===== src/rtl/regdump_pkg.sv =====
// regdump_pkg: shared types and constants for the register-dump UART transmitter.
package regdump_pkg;
    typedef enum logic [2:0] {
        IDLE,
        HEADER,
        FETCH,
        CAPTURE,
        SEND_WORD,
        TRAILER,
        FINISH
    } state_t;

    localparam logic [7:0] HEADER_BYTE = 8'hA5;
    localparam int FRAME_BYTES = 133;
    localparam int UART_BITS = 10;
endpackage


===== src/rtl/regdump_uart_tx_byte.sv =====
// uart_tx_byte: 8N1 byte transmitter with one idle-high cycle after every stop bit.
// Ports: clk, reset (sync, active low); data/valid/ready byte handshake, a byte is
// taken when valid && ready; tx serial line, idles high.
module uart_tx_byte
    import regdump_pkg::*;
#(
    parameter int CLKS_PER_BIT = 868
) (
    input  logic       clk,
    input  logic       reset,
    input  logic [7:0] data,
    input  logic       valid,
    output logic       ready,
    output logic       tx
);
    localparam int BW = $clog2(CLKS_PER_BIT);
    localparam logic [BW-1:0] BAUD_LAST = BW'(CLKS_PER_BIT - 1);
    localparam logic [3:0] BIT_LAST = 4'(UART_BITS - 1);

    logic          active_q, active_d, tx_q, tx_d;
    logic [BW-1:0] baud_q, baud_d;
    logic [3:0]    bit_q, bit_d;
    logic [8:0]    shift_q, shift_d;

    // ready drops for the 10 bit times and returns in the gap cycle after the stop bit
    assign ready = !active_q;
    assign tx    = tx_q;

    always_comb begin
        active_d = active_q;
        tx_d     = tx_q;
        baud_d   = baud_q;
        bit_d    = bit_q;
        shift_d  = shift_q;
        if (!active_q) begin
            if (valid) begin
                active_d = 1'b1;
                tx_d     = 1'b0;
                baud_d   = '0;
                bit_d    = '0;
                shift_d  = {1'b1, data};
            end
        end else if (baud_q != BAUD_LAST) begin
            baud_d = baud_q + 1'b1;
        end else begin
            baud_d = '0;
            if (bit_q == BIT_LAST) begin
                active_d = 1'b0;
                tx_d     = 1'b1;
            end else begin
                // the stop bit sits at the top of the shifter and reaches bit 0 last
                bit_d   = bit_q + 1'b1;
                tx_d    = shift_q[0];
                shift_d = {1'b1, shift_q[8:1]};
            end
        end
    end

    always_ff @(posedge clk) begin
        if (!reset) begin
            active_q <= 1'b0;
            tx_q     <= 1'b1;
            baud_q   <= '0;
            bit_q    <= '0;
            shift_q  <= '0;
        end else begin
            active_q <= active_d;
            tx_q     <= tx_d;
            baud_q   <= baud_d;
            bit_q    <= bit_d;
            shift_q  <= shift_d;
        end
    end
endmodule


===== src/rtl/regdump_uart_tx.sv =====
// regdump_uart_tx: after halt, streams header, all registers and the cycle snapshot over UART.
// Ports: clk, reset (sync, active low); start halt pulse; cycle_count snapshotted on start;
// rf_raddr/rf_rdata spare register-file read port; tx serial line; busy while dumping;
// done one-cycle pulse at frame end.
module regdump_uart_tx
#(
    parameter int         CLKS_PER_BIT = 868,
    parameter int         NUM_REGS     = 32,
    parameter int         XLEN         = 32,
    parameter logic [7:0] HEADER_BYTE  = regdump_pkg::HEADER_BYTE
) (
    input  logic        clk,
    input  logic        reset,
    input  logic        start,
    input  logic [31:0] cycle_count,
    output logic [4:0]  rf_raddr,
    input  logic [31:0] rf_rdata,
    output logic        tx,
    output logic        busy,
    output logic        done
);
    import regdump_pkg::*;

    localparam logic [4:0] LAST_REG = 5'(NUM_REGS - 1);

    state_t      state_q, state_d;
    logic [4:0]  raddr_q, raddr_d;
    logic [2:0]  byte_q, byte_d;
    logic [31:0] word_q, word_d, cyc_q, cyc_d;
    logic [7:0]  tx_data;
    logic        tx_valid, tx_ready;

    assign rf_raddr = raddr_q;
    assign busy     = state_q != IDLE && state_q != FINISH;
    assign done     = state_q == FINISH;

    uart_tx_byte #(.CLKS_PER_BIT(CLKS_PER_BIT)) u_tx (
        .clk   (clk),
        .reset (reset),
        .data  (tx_data),
        .valid (tx_valid),
        .ready (tx_ready),
        .tx    (tx)
    );

    // Moving on as soon as a byte is accepted lets FETCH/CAPTURE run while that byte
    // is still on the line, so the next word is ready by the gap cycle.
    always_comb begin
        state_d  = state_q;
        raddr_d  = raddr_q;
        byte_d   = byte_q;
        word_d   = word_q;
        cyc_d    = cyc_q;
        tx_valid = 1'b0;
        tx_data  = HEADER_BYTE;
        case (state_q)
            IDLE: begin
                if (start) begin
                    state_d = HEADER;
                    cyc_d   = cycle_count;
                end
            end
            HEADER: begin
                tx_valid = 1'b1;
                if (tx_ready) state_d = FETCH;
            end
            FETCH: state_d = CAPTURE;
            CAPTURE: begin
                word_d  = rf_rdata;
                state_d = SEND_WORD;
            end
            SEND_WORD: begin
                tx_valid = 1'b1;
                tx_data  = word_q[{byte_q[1:0], 3'b000} +: 8];
                if (tx_ready) begin
                    byte_d = byte_q + 3'd1;
                    if (byte_q == 3'd3) begin
                        byte_d = '0;
                        if (raddr_q == LAST_REG) begin
                            state_d = TRAILER;
                        end else begin
                            raddr_d = raddr_q + 5'd1;
                            state_d = FETCH;
                        end
                    end
                end
            end
            TRAILER: begin
                // byte_q==4 means all four sent; wait for the last one to drain
                tx_valid = byte_q != 3'd4;
                tx_data  = cyc_q[{byte_q[1:0], 3'b000} +: 8];
                if (tx_ready) begin
                    if (byte_q == 3'd4) begin
                        byte_d  = '0;
                        raddr_d = '0;
                        state_d = FINISH;
                    end else begin
                        byte_d = byte_q + 3'd1;
                    end
                end
            end
            FINISH: state_d = IDLE;
            default: state_d = IDLE;
        endcase
    end

    always_ff @(posedge clk) begin
        if (!reset) begin
            state_q <= IDLE;
            raddr_q <= '0;
            byte_q  <= '0;
            word_q  <= '0;
            cyc_q   <= '0;
        end else begin
            state_q <= state_d;
            raddr_q <= raddr_d;
            byte_q  <= byte_d;
            word_q  <= word_d;
            cyc_q   <= cyc_d;
        end
    end
endmodule


===== config.mk =====
export PLATFORM = sky130hd
export DESIGN_NAME = regdump_uart_tx
export DESIGN_NICKNAME = d
export VERILOG_FILES = /design/src/rtl/regdump_pkg.sv /design/src/rtl/regdump_uart_tx_byte.sv /design/src/rtl/regdump_uart_tx.sv
export SDC_FILE = /design/constraint.sdc
export NUM_CORES = 1
export LEC_CHECK = 0
export ABC_AREA = 0
export CAP_MARGIN = 25
export CORE_MARGIN = 2
export CORE_UTILIZATION = 45
export DETAILED_ROUTE_END_ITERATION = 10
export GPL_TIMING_DRIVEN = 0
export PLACE_DENSITY = 0.67
export SYNTH_ARGS = -nofsm -noshare
export SYNTH_HDL_FRONTEND = slang
export SYNTH_SLANG_ARGS = --single-unit

===== constraint.sdc =====
create_clock -name clk -period 3.1 [get_ports clk]
set_input_delay 0.62 -clock clk [delete_from_list [all_inputs] [get_ports clk]]
set_output_delay 0.62 -clock clk [all_outputs]
set_load 0.1 [all_outputs]

==> results.md, run 1 <==
- The initial utilization of the core area, before any placement, comes to 46.6%.
- The count of boundary I/O pins is 75.
- The number of enable flip-flop cells after synthesis is 0.
- The total overflow left after global routing is 0.
- The arrival time reported for the critical path endpoint is approximately 2.3 ns.
- Among all stages on the critical path, the largest delay is contributed by clkdlybuf4s50_1.
- The first-pass detailed-route iteration total is 5.
- The share of flip-flops with an asynchronous set or reset after synthesis is 0%.
- The final worst-path cycle share is a little over nine tenths.
- STA classifies the critical path startpoint as a flip-flop.
- The count of nets left with antenna violations once routing finished came out at 0.
- The total cell area at the placement stage is 0.00549 mm2.
- After synthesis, the netlist uses 56 different library cells.
- The final estimated routing congestion in global placement is 0.831.
- The post-route total power is 3560 uW.
- For the worst-skew pair, the clock arrives at the later sink with an insertion delay of 0.37 ns.
- The number of nets in the layout is 712.
- The setup violation total in the final timing report is 0.
- Data on the critical path is required at its endpoint by approximately 2.5 ns.
- The total core area is between 0.009 and 0.01 mm2.
- The cell family contributing the most delay on the critical path is buffers and inverters.
- The worst-case register-to-register setup slack is 0.26 ns.
- The tightest hold path in the finished design has a slack of 0.461 ns.
- In this run the horizontal extent of the chip is 105 um.
- The final worst clock skew is 0.0137 ns.
- Measured against its own limit, the worst slew margin works out to between 30% and 40%.
- The reported max-cap violation count is 0.
- The number of failing hold endpoints at the final stage is 0.
- The initial DRC count is 193.
- The vertical die dimension is 105 um.
- The leakage dissipation is 0.00203 uW.
- The fraction of layout instances using a drive strength above 1 is a little under a tenth.
- The die covers between 0.01 and 0.015 mm2.
- The floorplan has 36 rows.
- After synthesis the netlist holds a flip-flop and latch count of 100.
- The number of nets handed over by synthesis was between 600 and 700.
- The wire length of the first global-routing pass is around 20 mm.
- The number of hold buffers added after CTS was 0.
- The path type of the worst setup path is flip-flop to primary output.
- The TritonCTS clock tree is yes.
- Yosys attributes the largest share of cell area to dfxtp_1 (44%), nand2_1 (13%), a21oi_1 (8.5%).
- The HPWL reported at the end of detailed placement is 8.82 mm.
- The leading cell type by number of instances after synthesis is nand2_1.
- The routed wire length is roughly 12 mm.
- Traced cell by cell, the critical path runs through buf_6 -> clkbuf_1 -> nor2_1 -> clkdlybuf4s50_1.
- The worst slack at placement is approximately 0.26 ns.
- The largest single stage delay on the critical path is 1.13 ns.
- The per-cell routed wire length is 15.3 um.
- The clock-pin transition on the worst setup and hold timing paths is ~0.10 ns.
- The final worst setup slack is 0.161 ns.
- STA classifies the critical path endpoint as a primary output.
- The flow ran to the end, and the final reports show no timing, DRC or antenna violations.
- The power density over the cells is 627 mW/mm2.
- The number of global-route vias before repair is approximately 4000.
- In this run the tool buffered the top-level ports with between 70 and 80 buffer cells.
- Counting the buffers created by CTS gives 9.
- The number of clock sinks is 100.
- The worst path needs 2.94 ns of the cycle, external delays included.
- The transition time at the pin with the least slew margin is 1.01 ns.
- The number of buffers on the longest clock path is 2.
- The number of warning messages in the yosys log is 0.
- The initial antenna violation count is 0.
- The max-slew violation count was 0.
- The cell area that synthesis handed to floorplanning was 0.00458 mm2.
- For this run, the total global-route usage over all layers was measured as around 22%.
- The post-CTS setup repair buffer count is 0.
- The ratio of routed vias to standard cells is 5.41.
- In the synthesized netlist the dominant register cell turns out to be dfxtp_1.
- The largest net degree at the start of global routing is 20.
- Setup total negative slack on the finished layout was measured at 0 ns.
- The average cell area after synthesis is 8.31 um2.
- The highest clock rate is 340 MHz.
- Synthesis produced 551 cells.
- The total number of vias is 4190.
- IR analysis of the VDD net gives a maximum drop of ~0.00047 V.
- The total inserted antenna cells is 0.
- By count the netlist is led by nand2_1 (157), dfxtp_1 (100), a21oi_1 (78), nor2_1 (26), clkbuf_1 (19).
- Sequential cells were found to cover 43.7% of the synthesized design area.
- From synthesis to final layout, the design area changed by 24.0%.
- In this run the biggest area consumer among cell types represents 43.7% of the synthesized area.
- The largest driver fanout on the critical path is 10.
- Clock tree synthesis selected as its root buffer the cell clkbuf_8.
- Summing all non-filler instances in the final layout gives an area of 0.00568 mm2.
- Together, buffers and inverters on the worst path number 3.
- Setup repair after global routing left no endpoint under its margin.
- The cell taking the most area after synthesis is dfxtp_1.
- After detailed routing, the number of remaining DRC violations is 0.
- In this run the number of H-tree levels came out at 3.
- The tightest min-delay check is of the flip-flop to flip-flop type.
[placed cells by master, fill, tap and decap left out, types with 4 or more instances in the layout]
master           synthesis  final
and2_1                   9      9
nand2_1                157    157
nor3_1                   5      5
clkbuf_1                19     18
and3_1                   4      4
a21oi_1                 78     78
nand3b_1                 4      4
dfxtp_1                100    100
clkdlybuf4s50_1          0     73
buf_2                   16     16
nand4_1                  4      4
a31oi_1                  5      5
o21ai_0                 13     13
a22oi_1                  4      4
ha_1                     9      9
clkbuf_8                 0      9
inv_1                    8      8
o22ai_1                  5      5
mux4_2                  13     13
nand3_1                  8      8
o211a_1                  4      4
nor2b_1                  6      6
nor2_1                  26     26
[per-stage QoR]
step	utilization, %	instances
floorplan	-	551
global placement	55.9	758
detailed placement	55.9	758
CTS	57.8	774
global route	57.8	774
finish	57.8	774
[routing by layer]
metal / GRT usage, % / up-vias / share of wire [%]
met5: 0 / - / 0
met4: 3.81 / 0 / 0.77
met3: 4.87 / 11 / 6.1
met2: 37.3 / 134 / 48
met1: 30.2 / 1966 / 45
li1: - / 2079 / -
[flip-flops by register name, summed over array words and instances (netlist names)]
name           flops
byte_q             3
cyc_q             32
rf_raddr           5
state_q            3
u_tx.active_q      1
u_tx.baud_q       10
u_tx.bit_q         4
u_tx.shift_q       9
u_tx.tx            1
word_q            32
[final cells by class]
class,count,area (um2)
inverters,10,37.5
well taps,133,166
multi-input cells,403,2350
flip-flops and latches,100,2000
clock inverters,7,67.6
fillers,994,4140
clock buffers,9,124
repair buffers,74,739
plain buffers,38,186
[path summary, 6_finish.rpt]
path              start              end  depth (start not counted)
max          state_q[0]             done                          4
min          word_q[30]       word_q[30]                          2
max reg2reg   byte_q[0]  u_tx.shift_q[2]                         11
min reg2reg  word_q[30]       word_q[30]                          2
[where the power goes]
group / internal (uW) / switching [uW] / total, uW
combinational: 433 / 723 / 1160
sequential: 1480 / 115 / 1590
clock: 313 / 498 / 811
[cells by family (layout without fill, tap and decap cells)]
kind of cell    after synthesis  in the layout  synth area share [%]
flops                       100            100                  43.7
mux                          16             16                  7.08
simple gates                239            239                  23.3
xor+xnor                      2              2                 0.383
buf+inv                      48            138                  4.86
fa+ha+maj                     9              9                  2.46
compound gates              137            137                  18.2
[what timing repair did]
action,CTS,global route
setup endpoints to repair,1,3
pin swaps,0,0
resized for setup,1,2
[tightest hold or removal path: stages (launching register included)]
cell and delay (ns):
dfxtp_1 0.32, nand2_1 0.05, a21oi_1 0.05
Note: power is estimated with default switching activity, not from simulation.
==> run 2: changes to the inputs <==
==> constraint.sdc (replaced) <==
create_clock -name clk -period 3.1 [get_ports clk]
set_input_delay 0.31 -clock clk [delete_from_list [all_inputs] [get_ports clk]]
set_output_delay 0.31 -clock clk [all_outputs]
set_load 0.1 [all_outputs]
==> run 2 against run 1 <==
Effect of this change:
- cell count unchanged
- register-to-register slack is essentially flat
- clock skew unchanged
- flip-flop and latch count unchanged
- via count unchanged
- count of clock-buffer cells in the layout is the same
- global-route usage stayed put
- utilization about the same
- combinational power about the same
==> results.md, run 2 (same netlist as run 1, synthesis figures left out) <==
- The endpoint identified for the worst register-to-register timing path is u_tx.shift_q[2].
- The highest clock rate is 352 MHz.
- The floorplan has 36 rows.
- The ratio of routed vias to standard cells is about 5.4.
- The clock arrives with 0.0137 ns of skew.
- The most used cell along the critical path is buf_2.
- The tool flagged a number of max-cap violations equal to 0.
- The total core area is just under 0.01 mm2.
- In this run the clock root is driven by a clkbuf_8.
- The initial antenna violation count is 0.
- The count of nets left with antenna violations after detail routing is 0.
- The worst-case register-to-register setup slack is ~0.26 ns.
- For the pin with the worst max-slew slack, the measured transition is approximately 1.0 ns.
- The clock tree synthesis step divided the H-tree into 3 levels.
- In the final layout, the multi-input gates occupy about 0.0024 mm2.
- The reg-to-reg critical path startpoint is byte_q[0].
- The worst vdd rail ir drop is a little under 0.0005 V.
- The worst hold path begins at word_q[30].
- The congestion estimate from routability-driven global placement came to 0.831.
- The worst hold path passes through 2 cells.
- After detailed routing, the number of remaining DRC violations is 0.
- The most critical setup path has its startpoint at byte_q[0].
- The worst pin sits at a relative slew slack of 32.2%.
- The total number of vias is between 4000 and 5000.
- The floorplan step set the die width to roughly 100 um.
- The die footprint is approximately 0.011 mm2.
- In this run, post-CTS repair resized a total of 0 instances.
- The max-slew violation count is 0.
- The cts-stage hold buffer count is 0.
- The path type of the worst setup path is flip-flop to flip-flop.
- Detailed placement finished with a half-perimeter wire length of between 8 and 9 mm.
- The total inserted antenna cells is 0.
- The count of buffering cells on the critical path with inverters included is 5.
- The flow ran to the end, and the final reports show no timing, DRC or antenna violations.
- Entering global routing, the biggest net connects 20 pins.
- The critical path goes through buf_2 -> buf_2 -> inv_1 -> ha_1 -> and4_1 -> or4_1 -> buf_2 -> nand2_4 -> buf_6 -> o211ai_1 -> o22ai_1.
- The category of the worst setup path capture point is a flip-flop.
- The family with the most delay on the worst path is buffers and inverters.
- The fraction of layout instances using a drive strength above 1 is 9.20%.
- The number of global-route vias before repair was just over 4000.
- The largest driver fanout on the critical path is 10.
- Setup repair after global routing left no endpoint under its margin.
- The initial DRC count is 193.
- The clock passes through at most 2 buffers.
- The clock latency on the worst-skew pair is 0.37 ns.
- The total of fill cells in the finished design is between 900 and 1000.
- The number of cells on the worst reg-to-reg path is 11.
- The clock buffer count from CTS is 9.
- Across the whole layout, storage elements account for between 0.002 and 0.0025 mm2.
- Among all stages on the critical path, the largest delay is contributed by or4_1.
- The post-synthesis to final-layout area growth is 24.0%.
- The per-cell routed wire length is 15.3 um.
- The first-pass detailed-route iteration total is 5.
- The utilization of the core after routing is 57.8%.
- The initial cell density of the core is between 40% and 50%.
- The number of buffers inserted by port buffering is 74.
- The required arrival time at the worst endpoint is roughly 3.4 ns.
- The library cells used most frequently in the layout, excluding fill and tap cells, are nand2_1 (157), dfxtp_1 (100), a21oi_1 (78).
- Dividing total power by cell area gives a power density of roughly 630 mW/mm2.
- The leakage dissipation is 0.00203 uW.
- The count of boundary I/O pins is 75.
- The largest incremental delay on the critical path is 0.39 ns.
- The number of nets in the layout is 712.
- The final worst-path cycle share is 91.5%.
- Counting every sink on the clock net gives 100.
- The launching element type of the critical path is a flip-flop.
- The setup violation total in the final timing report is 0.
- Post-CTS timing repair inserted 0 buffers for setup.
- The depth of the critical timing path with buffers and inverters included is 11.
- In the final layout, the registers with the most flip-flops are cyc_q x32, word_q x32, u_tx.baud_q x10.
- Global routing consumed, over all layers together, between 20% and 30% of the routing resources.
- The total grt overflow is 0.
- The minimum clock period is between 2 and 3 ns.
- The number of failing hold endpoints at the final stage is 0.
- The worst hold-check path type is flip-flop to flip-flop.
- TritonCTS built the clock tree.
- For the worst setup path, the data arrival time is ~3.1 ns.
- The clock-pin transition on the worst setup and hold timing paths is 0.10 ns.
- The first global-routing pass estimated 19.7 mm of wire.
- Leaving out fill and tap cells, the most frequent cell in the layout is nand2_1.
- Wires add up to 11.9 mm.
- The capture endpoint of the worst hold path is word_q[30].
- The vertical die dimension is 105 um.
- Summed over all failing endpoints, the final setup total negative slack is 0 ns.
==> run 2: changes by cell type in the layout (fill, tap and decap cells not counted) <==
cell	previous run	this run
clkdlybuf4s50_1	73	74
dlygate4sd2_1	1	0
==> run 2: how the worst max path moves through the flow <==
stage	end	slack, ns
6_report	u_tx.shift_q[2]	0.26
5_1_grt	u_tx.shift_q[2]	0.01
4_1_cts	u_tx.baud_q[8]	0.24
3_5_place_dp	u_tx.baud_q[8]	0.26
3_3_place_gp	u_tx.baud_q[6]	0.24
2_1_floorplan	u_tx.shift_q[2]	0.68
==> run 2: area by class of cell <==
class / instances / share of cell area (%)
plain buffers: 38 / 3.28
well taps: 133 / 2.93
inverters: 10 / 0.661
repair buffers: 74 / 13.0
flip-flops and latches: 100 / 35.3
multi-input cells: 403 / 41.4
clock inverters: 7 / 1.19
clock buffers: 9 / 2.18
==> run 2: per-layer routing <==
| layer | track usage, % | vias to the layer above | share of wire [%] |
|---|---|---|---|
| met4 | 3.81 | 0 | 0.77 |
| met1 | 30.2 | 1966 | 45 |
| met3 | 4.87 | 11 | 6.1 |
| met2 | 37.3 | 134 | 48 |
| met5 | 0 | - | 0 |
| li1 | - | 2079 | - |
==> run 2: power by group <==
part           internal, uW  switching [uW]  total, uW
Combinational           440             724       1160
Clock                   313             498        811
Sequential             1480             115       1590
==> run 2: through the flow <==
step / std cells / hold slack, ns / cell area (um2) / power, uW / worst slack, ns
final: 774 / 0.461 / 5680 / 3570 / 0.263
after global routing: 774 / 0.461 / 5680 / 3790 / 0.0132
after CTS: 774 / 0.458 / 5680 / 3580 / 0.244
after detailed placement: 758 / 0.447 / 5490 / 2780 / 0.259
after global placement: 758 / 0.440 / 5490 / 2750 / 0.243
after floorplan: 551 / 0.433 / 4580 / 2410 / 0.682
==> run 2: tightest hold or removal path, stage by stage (launching register included) <==
cell	delay, ns
dfxtp_1	0.32
nand2_1	0.05
a21oi_1	0.05
==> variant 1: new RTL, flow settings as in run 1 <==
`CLKS_PER_BIT` is set to 868 in 2 places; all go to 1736.
--- a/src/rtl/regdump_uart_tx_byte.sv
+++ b/src/rtl/regdump_uart_tx_byte.sv
@@ -5,5 +5,5 @@
     import regdump_pkg::*;
 #(
-    parameter int CLKS_PER_BIT = 868
+    parameter int CLKS_PER_BIT = 1736
 ) (
     input  logic       clk,
--- a/src/rtl/regdump_uart_tx.sv
+++ b/src/rtl/regdump_uart_tx.sv
@@ -5,5 +5,5 @@
 module regdump_uart_tx
 #(
-    parameter int         CLKS_PER_BIT = 868,
+    parameter int         CLKS_PER_BIT = 1736,
     parameter int         NUM_REGS     = 32,
     parameter int         XLEN         = 32,
Function: no difference found for any inputs over 10 cycles, from zero or initial values and one cycle with reset low; that may be too few to reach the edited logic, so the function may still have changed.
==> variant 1 against run 1 <==
Synthesized area rose by 0.22%; setup slack improved by 0.090 ns; sequential cell count is 1 higher; wire length is 0.92% higher; die area is 0.21% higher; sequential power fell by 7%; critical path depth is 5 higher; critical endpoint is now u_tx.shift_q[6]$_SDFFE_PN0P_; via count hardly changed; count of clock-buffer cells in the layout unchanged; cell area increased by 0.60%; total power fell by 14%.
==> variant 1: results (changes against run 1) <==
- The run finished with clean final reports.
* P_leak: 2.01 nW (-1.3%)
- The delay of the slowest critical-path stage was 0.59 ns (-0.54 ns).
* Post-synthesis async set-or-reset flop share: 0% (unchanged)
- The count of port buffers added during placement was 74 (unchanged).
* Total number of H-tree levels: 3 (unchanged)
- Share of final-layout standard cells stronger than drive strength 1: 7.87% (-1.3 points)
- Via count of the first global-routing pass: 3935 (-2.7%)
- The tree is rooted in a sky130_fd_sc_hd__clkbuf_8.
- The total number of yosys warnings is 0 (unchanged).
* Diode insertion count for antenna repair: 0 (unchanged)
- Filler Cells Inserted: 950 (-4.4%)
- The largest vdd supply drop is 251 uV (-47%).
- List of most frequent post-synthesis cells: sky130_fd_sc_hd__nand2_1, sky130_fd_sc_hd__dfxtp_1, sky130_fd_sc_hd__a21oi_1
- 1st-pass router iterations: 5 (unchanged)
- The largest registers in the layout are cyc_q (32), word_q (32), u_tx.baud_q (11).
* Drt first-iter violations: 193 (unchanged)
* Global-route wire length before repair: 19.3 mm (-1.7%)
- The share of synthesized area occupied by flip-flops and latches came to 44.1% (+0.34 points).
* Synthesized netlist net count: 634 (+1.1%)
- The count of distinct cell types in the synthesized netlist came to 56 (unchanged).
* Later-pin clock latency in the skew report: 0.37 ns (about the same)
* Cell with the largest stage delay on the worst path: sky130_fd_sc_hd__or4_1
- The via density per instance is 5.37 (-0.80%).
- The post-CTS setup-driven buffer insertion count was 0 (unchanged).
- The aggregate routed wire length is 12.0 mm (+0.92%).
- The initial antenna violation count was 0 (unchanged).
- The maximum number of buffers from clock root to sink is 2 (unchanged).
- For this run, the leading register cell type out of synthesis is sky130_fd_sc_hd__dfxtp_1.
- Headroom to the max-slew limit: 30.8% (-1.4 points)
- The detailed-placement wirelength estimate came to 8.92 mm (+1.1%).
- Final layout net count: 719 (+0.98%)
* Leading post-synthesis cells by cell area: sky130_fd_sc_hd__dfxtp_1, sky130_fd_sc_hd__nand2_1, sky130_fd_sc_hd__a21oi_1
- Clock transition at the register clock pins on the worst setup and hold paths after CTS: 0.11 ns
- Post-cts sizing count: 1 (unchanged)
- Path category of the worst min-delay check: reg -> reg
* RD Place Congestion: 0.864 (+4.1%)
* Num CTS Buffers: 9 (unchanged)
* Total routing usage reported by global routing: 22.2% (-0.15 points)
* Clock skew after layout: 0.00918 ns (-0.00456 ns)
- Largest driver fanout on the critical path: 10 (unchanged)
* Maximum number of pins on one net before global-route repair: 20 (unchanged)
==> variant 1: changes by cell type after synthesis, sizes merged, moves of 3 or more <==
cell | before | now
buf | 19 | 4
clkbuf | 19 | 31
a21oi | 78 | 88
nand3 | 8 | 15
and2 | 9 | 4
nor2 | 26 | 22
nor4 | 0 | 3
o21bai | 0 | 3
o221a | 3 | 0
o22ai | 5 | 8
==> variant 1: layer usage <==
layer / up-vias / wire length (microns) / GRT usage, %
met5: - / 0 / 0
met4: 0 / 250 / 8.00
met3: 20 / 607 / 3.81
met2: 110 / 5550 / 36.6
met1: 1952 / 5570 / 29.3
li1: 2112 / - / -
==> variant 1: cell type report <==
type | count | share of cell area [%]
buffer | 35 | 2.61
clock buffer | 9 | 2.17
clock inverter | 7 | 1.53
inverter | 11 | 0.723
multi-input combinational | 411 | 41.7
sequential | 101 | 35.4
tap | 133 | 2.91
timing repair buffer | 74 | 12.9
==> variant 1: final timing paths <==
kind / cells past startpoint / startpoint / slack [ns] / endpoint
max: 9 / byte_q[0]$_SDFFE_PN0P_ / 0.25 / u_tx.shift_q[6]$_SDFFE_PN0P_
min reg2reg: 2 / word_q[0]$_SDFFE_PN0P_ / 0.46 / word_q[0]$_SDFFE_PN0P_
max reg2reg: 9 / byte_q[0]$_SDFFE_PN0P_ / 0.25 / u_tx.shift_q[6]$_SDFFE_PN0P_
min: 2 / word_q[0]$_SDFFE_PN0P_ / 0.46 / word_q[0]$_SDFFE_PN0P_
==> variant 1: worst max-delay path, delay by kind of cell (launching register included) <==
family	cells	cell delay, ns
adders and majority gates	1	0.29
and+or+nand+nor	2	0.83
DFF	1	0.53
AOI/OAI and AO/OA	3	0.33
buffers and inverters	3	0.77
==> variant 1: cell families (layout without fill, tap and decap cells) <==
family                     count (synthesis)  count (layout)  share of synthesized area, %
adders and majority gates                  9               9                          2.45
DFF                                      101             101                          44.1
AOI/OAI and AO/OA                        143             143                          18.2
and+or+nand+nor                          242             242                          23.9
xor gates and xnor gates                   2               2                         0.382
muxes                                     15              15                          6.84
buffers and inverters                     46             136                          4.14
==> variant 1: power breakdown <==
| group | leakage, nW | switching, mW | internal [mW] |
|---|---|---|---|
| registers | 0.821 | 0.0740 | 1.41 |
| logic | 1.08 | 0.411 | 0.263 |
| clock network | 0.109 | 0.506 | 0.395 |
| total | 2.01 | 0.991 | 2.07 |
==> variant 1: metrics by stage <==
stage	worst slack [ns]	TNS (ns)	instance area (sq um)	cells
after floorplan	0.661	0	4590	558
after global placement	-0.120	-2.24	5500	765
after detailed placement	0.203	0	5500	765
after CTS	0.0475	0	5710	781
after global routing	0.00346	0	5710	781
final	0.251	0	5710	781
==> variant 2: new RTL, flow settings as in run 1 <==
Made on the original files. Take the reset off `raddr_q` and `word_q` and load them in a clocked block of their own.
--- a/src/rtl/regdump_uart_tx.sv
+++ b/src/rtl/regdump_uart_tx.sv
@@ -108,16 +108,17 @@
         if (!reset) begin
             state_q <= IDLE;
-            raddr_q <= '0;
             byte_q  <= '0;
-            word_q  <= '0;
             cyc_q   <= '0;
         end else begin
             state_q <= state_d;
-            raddr_q <= raddr_d;
             byte_q  <= byte_d;
-            word_q  <= word_d;
             cyc_q   <= cyc_d;
         end
     end
+
+    always_ff @(posedge clk) begin
+        raddr_q <= raddr_d;
+        word_q  <= word_d;
+    end
 endmodule
 
Check against the original RTL: same outputs for any inputs over 10 cycles, from zero or initial values and one cycle with reset low; that may be too few to reach the edited logic, so the function may still have changed.
==> variant 2 against run 1 <==
Cell area shrank 2.4%; worst hold slack worse by 0.0022 ns; clock power is 2% higher; sequential cell count unchanged; wire length down 13%; synthesized area is 2.9% lower; setup slack lost 0.045 ns; total power shrank 1.3%; largest cell class is now sequential cells.
==> variant 2: results (changes against run 1) <==
- The count of port buffers added during placement was 73 (-1.4%).
- Clock transition at the register clock pins on the worst setup and hold paths after CTS: 0.11 ns
- YS warnings: 0 (unchanged)
* Leading post-synthesis cells by cell area: sky130_fd_sc_hd__dfxtp_1, sky130_fd_sc_hd__edfxtp_1, sky130_fd_sc_hd__mux4_2
- The number of enable-type register cells in the synthesized netlist is 37 (+37).
- 1st-pass router iterations: 4 (-1)
- The H-tree depth came to 3 (unchanged).
- The final weighted congestion of routability-driven global placement was 0.862 (+3.8%).
* Initial antenna violation count: 0 (unchanged)
- List of most frequent post-synthesis cells: sky130_fd_sc_hd__nand2_1, sky130_fd_sc_hd__dfxtp_1, sky130_fd_sc_hd__a21oi_1
* Largest stage delay, worst path: 1.13 ns (about the same)
- The maximum number of buffers from clock root to sink was 2 (unchanged).
- The global-route total usage across every layer came to 20.9% (-1.4 points).
- The final worst clock skew came to 0.0117 ns (-0.00207 ns).
- CTS placed an instance of sky130_fd_sc_hd__clkbuf_8 at the clock tree root.
- Final layout net count: 581 (-18%)
- The net count of the mapped netlist is 497 (-21%).
* Portion of the post-synthesis area used by sequential elements: 53.4% (+9.7 points)
* Later-pin clock latency in the skew report: 0.38 ns
- Num CTS Buffers: 9 (unchanged)
- The wire length of the first global-routing pass came to 17.2 mm (-12%).
* Post-synthesis async set-or-reset flop share: 0% (unchanged)
* Minimum setup slack after placement: 0.376 ns (+0.117 ns)
- Net switching share of the total power: 35.8% (-1.7 points)
* Cell with the largest stage delay on the worst path: sky130_fd_sc_hd__clkdlybuf4s50_1
- The count of vias placed by the detailed router came to 3482 (-17%).
- The number of antenna diodes came to 0 (unchanged).
- Worst supply voltage drop on vdd: 364 uV (-23%)
- In the synthesized netlist the dominant register cell turns out to be sky130_fd_sc_hd__dfxtp_1.
- The signal arrival time at the worst endpoint is 2.36 ns (+0.04 ns).
- P_leak: 1.93 nW (-5.0%)
- The number of DRC violations after detailed-routing iteration 0 came to 162 (-16%).
- The largest fanout of any net on the critical path was 10 (unchanged).
* Regs by FF count: cyc_q (32), word_q (32), u_tx.baud_q (10)
- Maximum number of pins on one net before global-route repair: 33 (+65%)
- The count of distinct cell types in the synthesized netlist came to 56 (unchanged).
* Share of final-layout standard cells stronger than drive strength 1: 11.2% (+2.0 points)
- The wire length per cell after detailed routing is 16.0 microns (+4.7%).
- The flow ran to the end, and the final reports show no timing, DRC or antenna violations.
* Headroom to the max-slew limit: 35.4% (+3.3 points)
- The path class of the tightest hold or removal check is reg -> reg.
- The detailed-placement wirelength estimate is 7.56 mm (-14%).
variant 2: cell types whose count changed after synthesis, moves of 6 or more:
cell                       change
sky130_fd_sc_hd__o21ai_0       -6
sky130_fd_sc_hd__and2_1        -7
sky130_fd_sc_hd__edfxtp_1     +37
sky130_fd_sc_hd__nand2_1      -70
sky130_fd_sc_hd__buf_2        -11
sky130_fd_sc_hd__a21oi_1      -36
sky130_fd_sc_hd__dfxtp_1      -37
variant 2: kinds of logic (layout without fill, tap and decap cells):
| group | Yosys count | in the layout | share of synthesized area [%] |
|---|---|---|---|
| multiplexers | 19 | 19 | 8.84 |
| XOR/XNOR | 5 | 5 | 0.985 |
| flip-flops | 100 | 100 | 53.4 |
| AND/OR/NAND/NOR | 155 | 155 | 16.2 |
| adder cells (fa/ha/maj) | 9 | 9 | 2.53 |
| buffers and inverters | 39 | 128 | 3.94 |
| AO/OA/AOI/OAI | 94 | 94 | 14.1 |
variant 2: path summary, 6_finish.rpt:
kind,start,end,slack [ns],cells past startpoint
setup / recovery,state_q[1]$_SDFFE_PN0P_,done,0.12,3
hold / removal,cyc_q[13]$_SDFFE_PN0P_,cyc_q[13]$_SDFFE_PN0P_,0.46,2
setup reg to reg,byte_q[0]$_SDFFE_PN0P_,rf_raddr[2]$_SDFFCE_PP0P_,0.75,6
hold reg to reg,cyc_q[13]$_SDFFE_PN0P_,cyc_q[13]$_SDFFE_PN0P_,0.46,2
variant 2: cell type report:
class / instances / area [sq um]
Clock inverter: 7 / 70.1
Clock buffer: 9 / 124
Multi-Input combinational cell: 282 / 1900
Fill cell: 858 / 4140
Sequential cell: 100 / 2370
Tap cell: 133 / 166
Timing Repair Buffer: 73 / 729
Inverter: 11 / 41.3
Buffer: 28 / 134
variant 2: metrics by stage:
stage / cell area, sq um / cells / utilization (%)
floorplan: 4440 / 421 / -
global placement: 5340 / 627 / 55.2
detailed placement: 5350 / 627 / 55.2
CTS: 5540 / 643 / 57.2
global route: 5540 / 643 / 57.2
finish: 5540 / 643 / 57.2
variant 2: power by group through the flow:
stage          logic (mW)  registers [mW]  clock network, mW
2_1_floorplan       0.708            1.68                  0
3_3_place_gp         1.03            1.66                  0
3_5_place_dp         1.06            1.67                  0
4_1_cts              1.05            1.64              0.836
5_1_grt              1.15            1.66              0.882
6_report             1.05            1.64              0.824
variant 2: critical path, delay by kind of cell (launching register included):
family        cells  cell delay (ns)
simple gates      1             0.22
flops             1             0.34
buf+inv           2             1.44
variant 2: layer usage:
layer,share of wire [%],global-route usage [%],vias to the layer above
li1,-,-,1693
met1,45,26.5,1670
met2,48,35.3,103
met3,5.0,5.38,16
met4,1.9,6.38,0
met5,0,0,-
variant 2: timing repair:
item,4_1_cts,5_1_grt
gates resized for setup,1,0
setup buffers,0,0
endpoints found under the setup margin,1,0
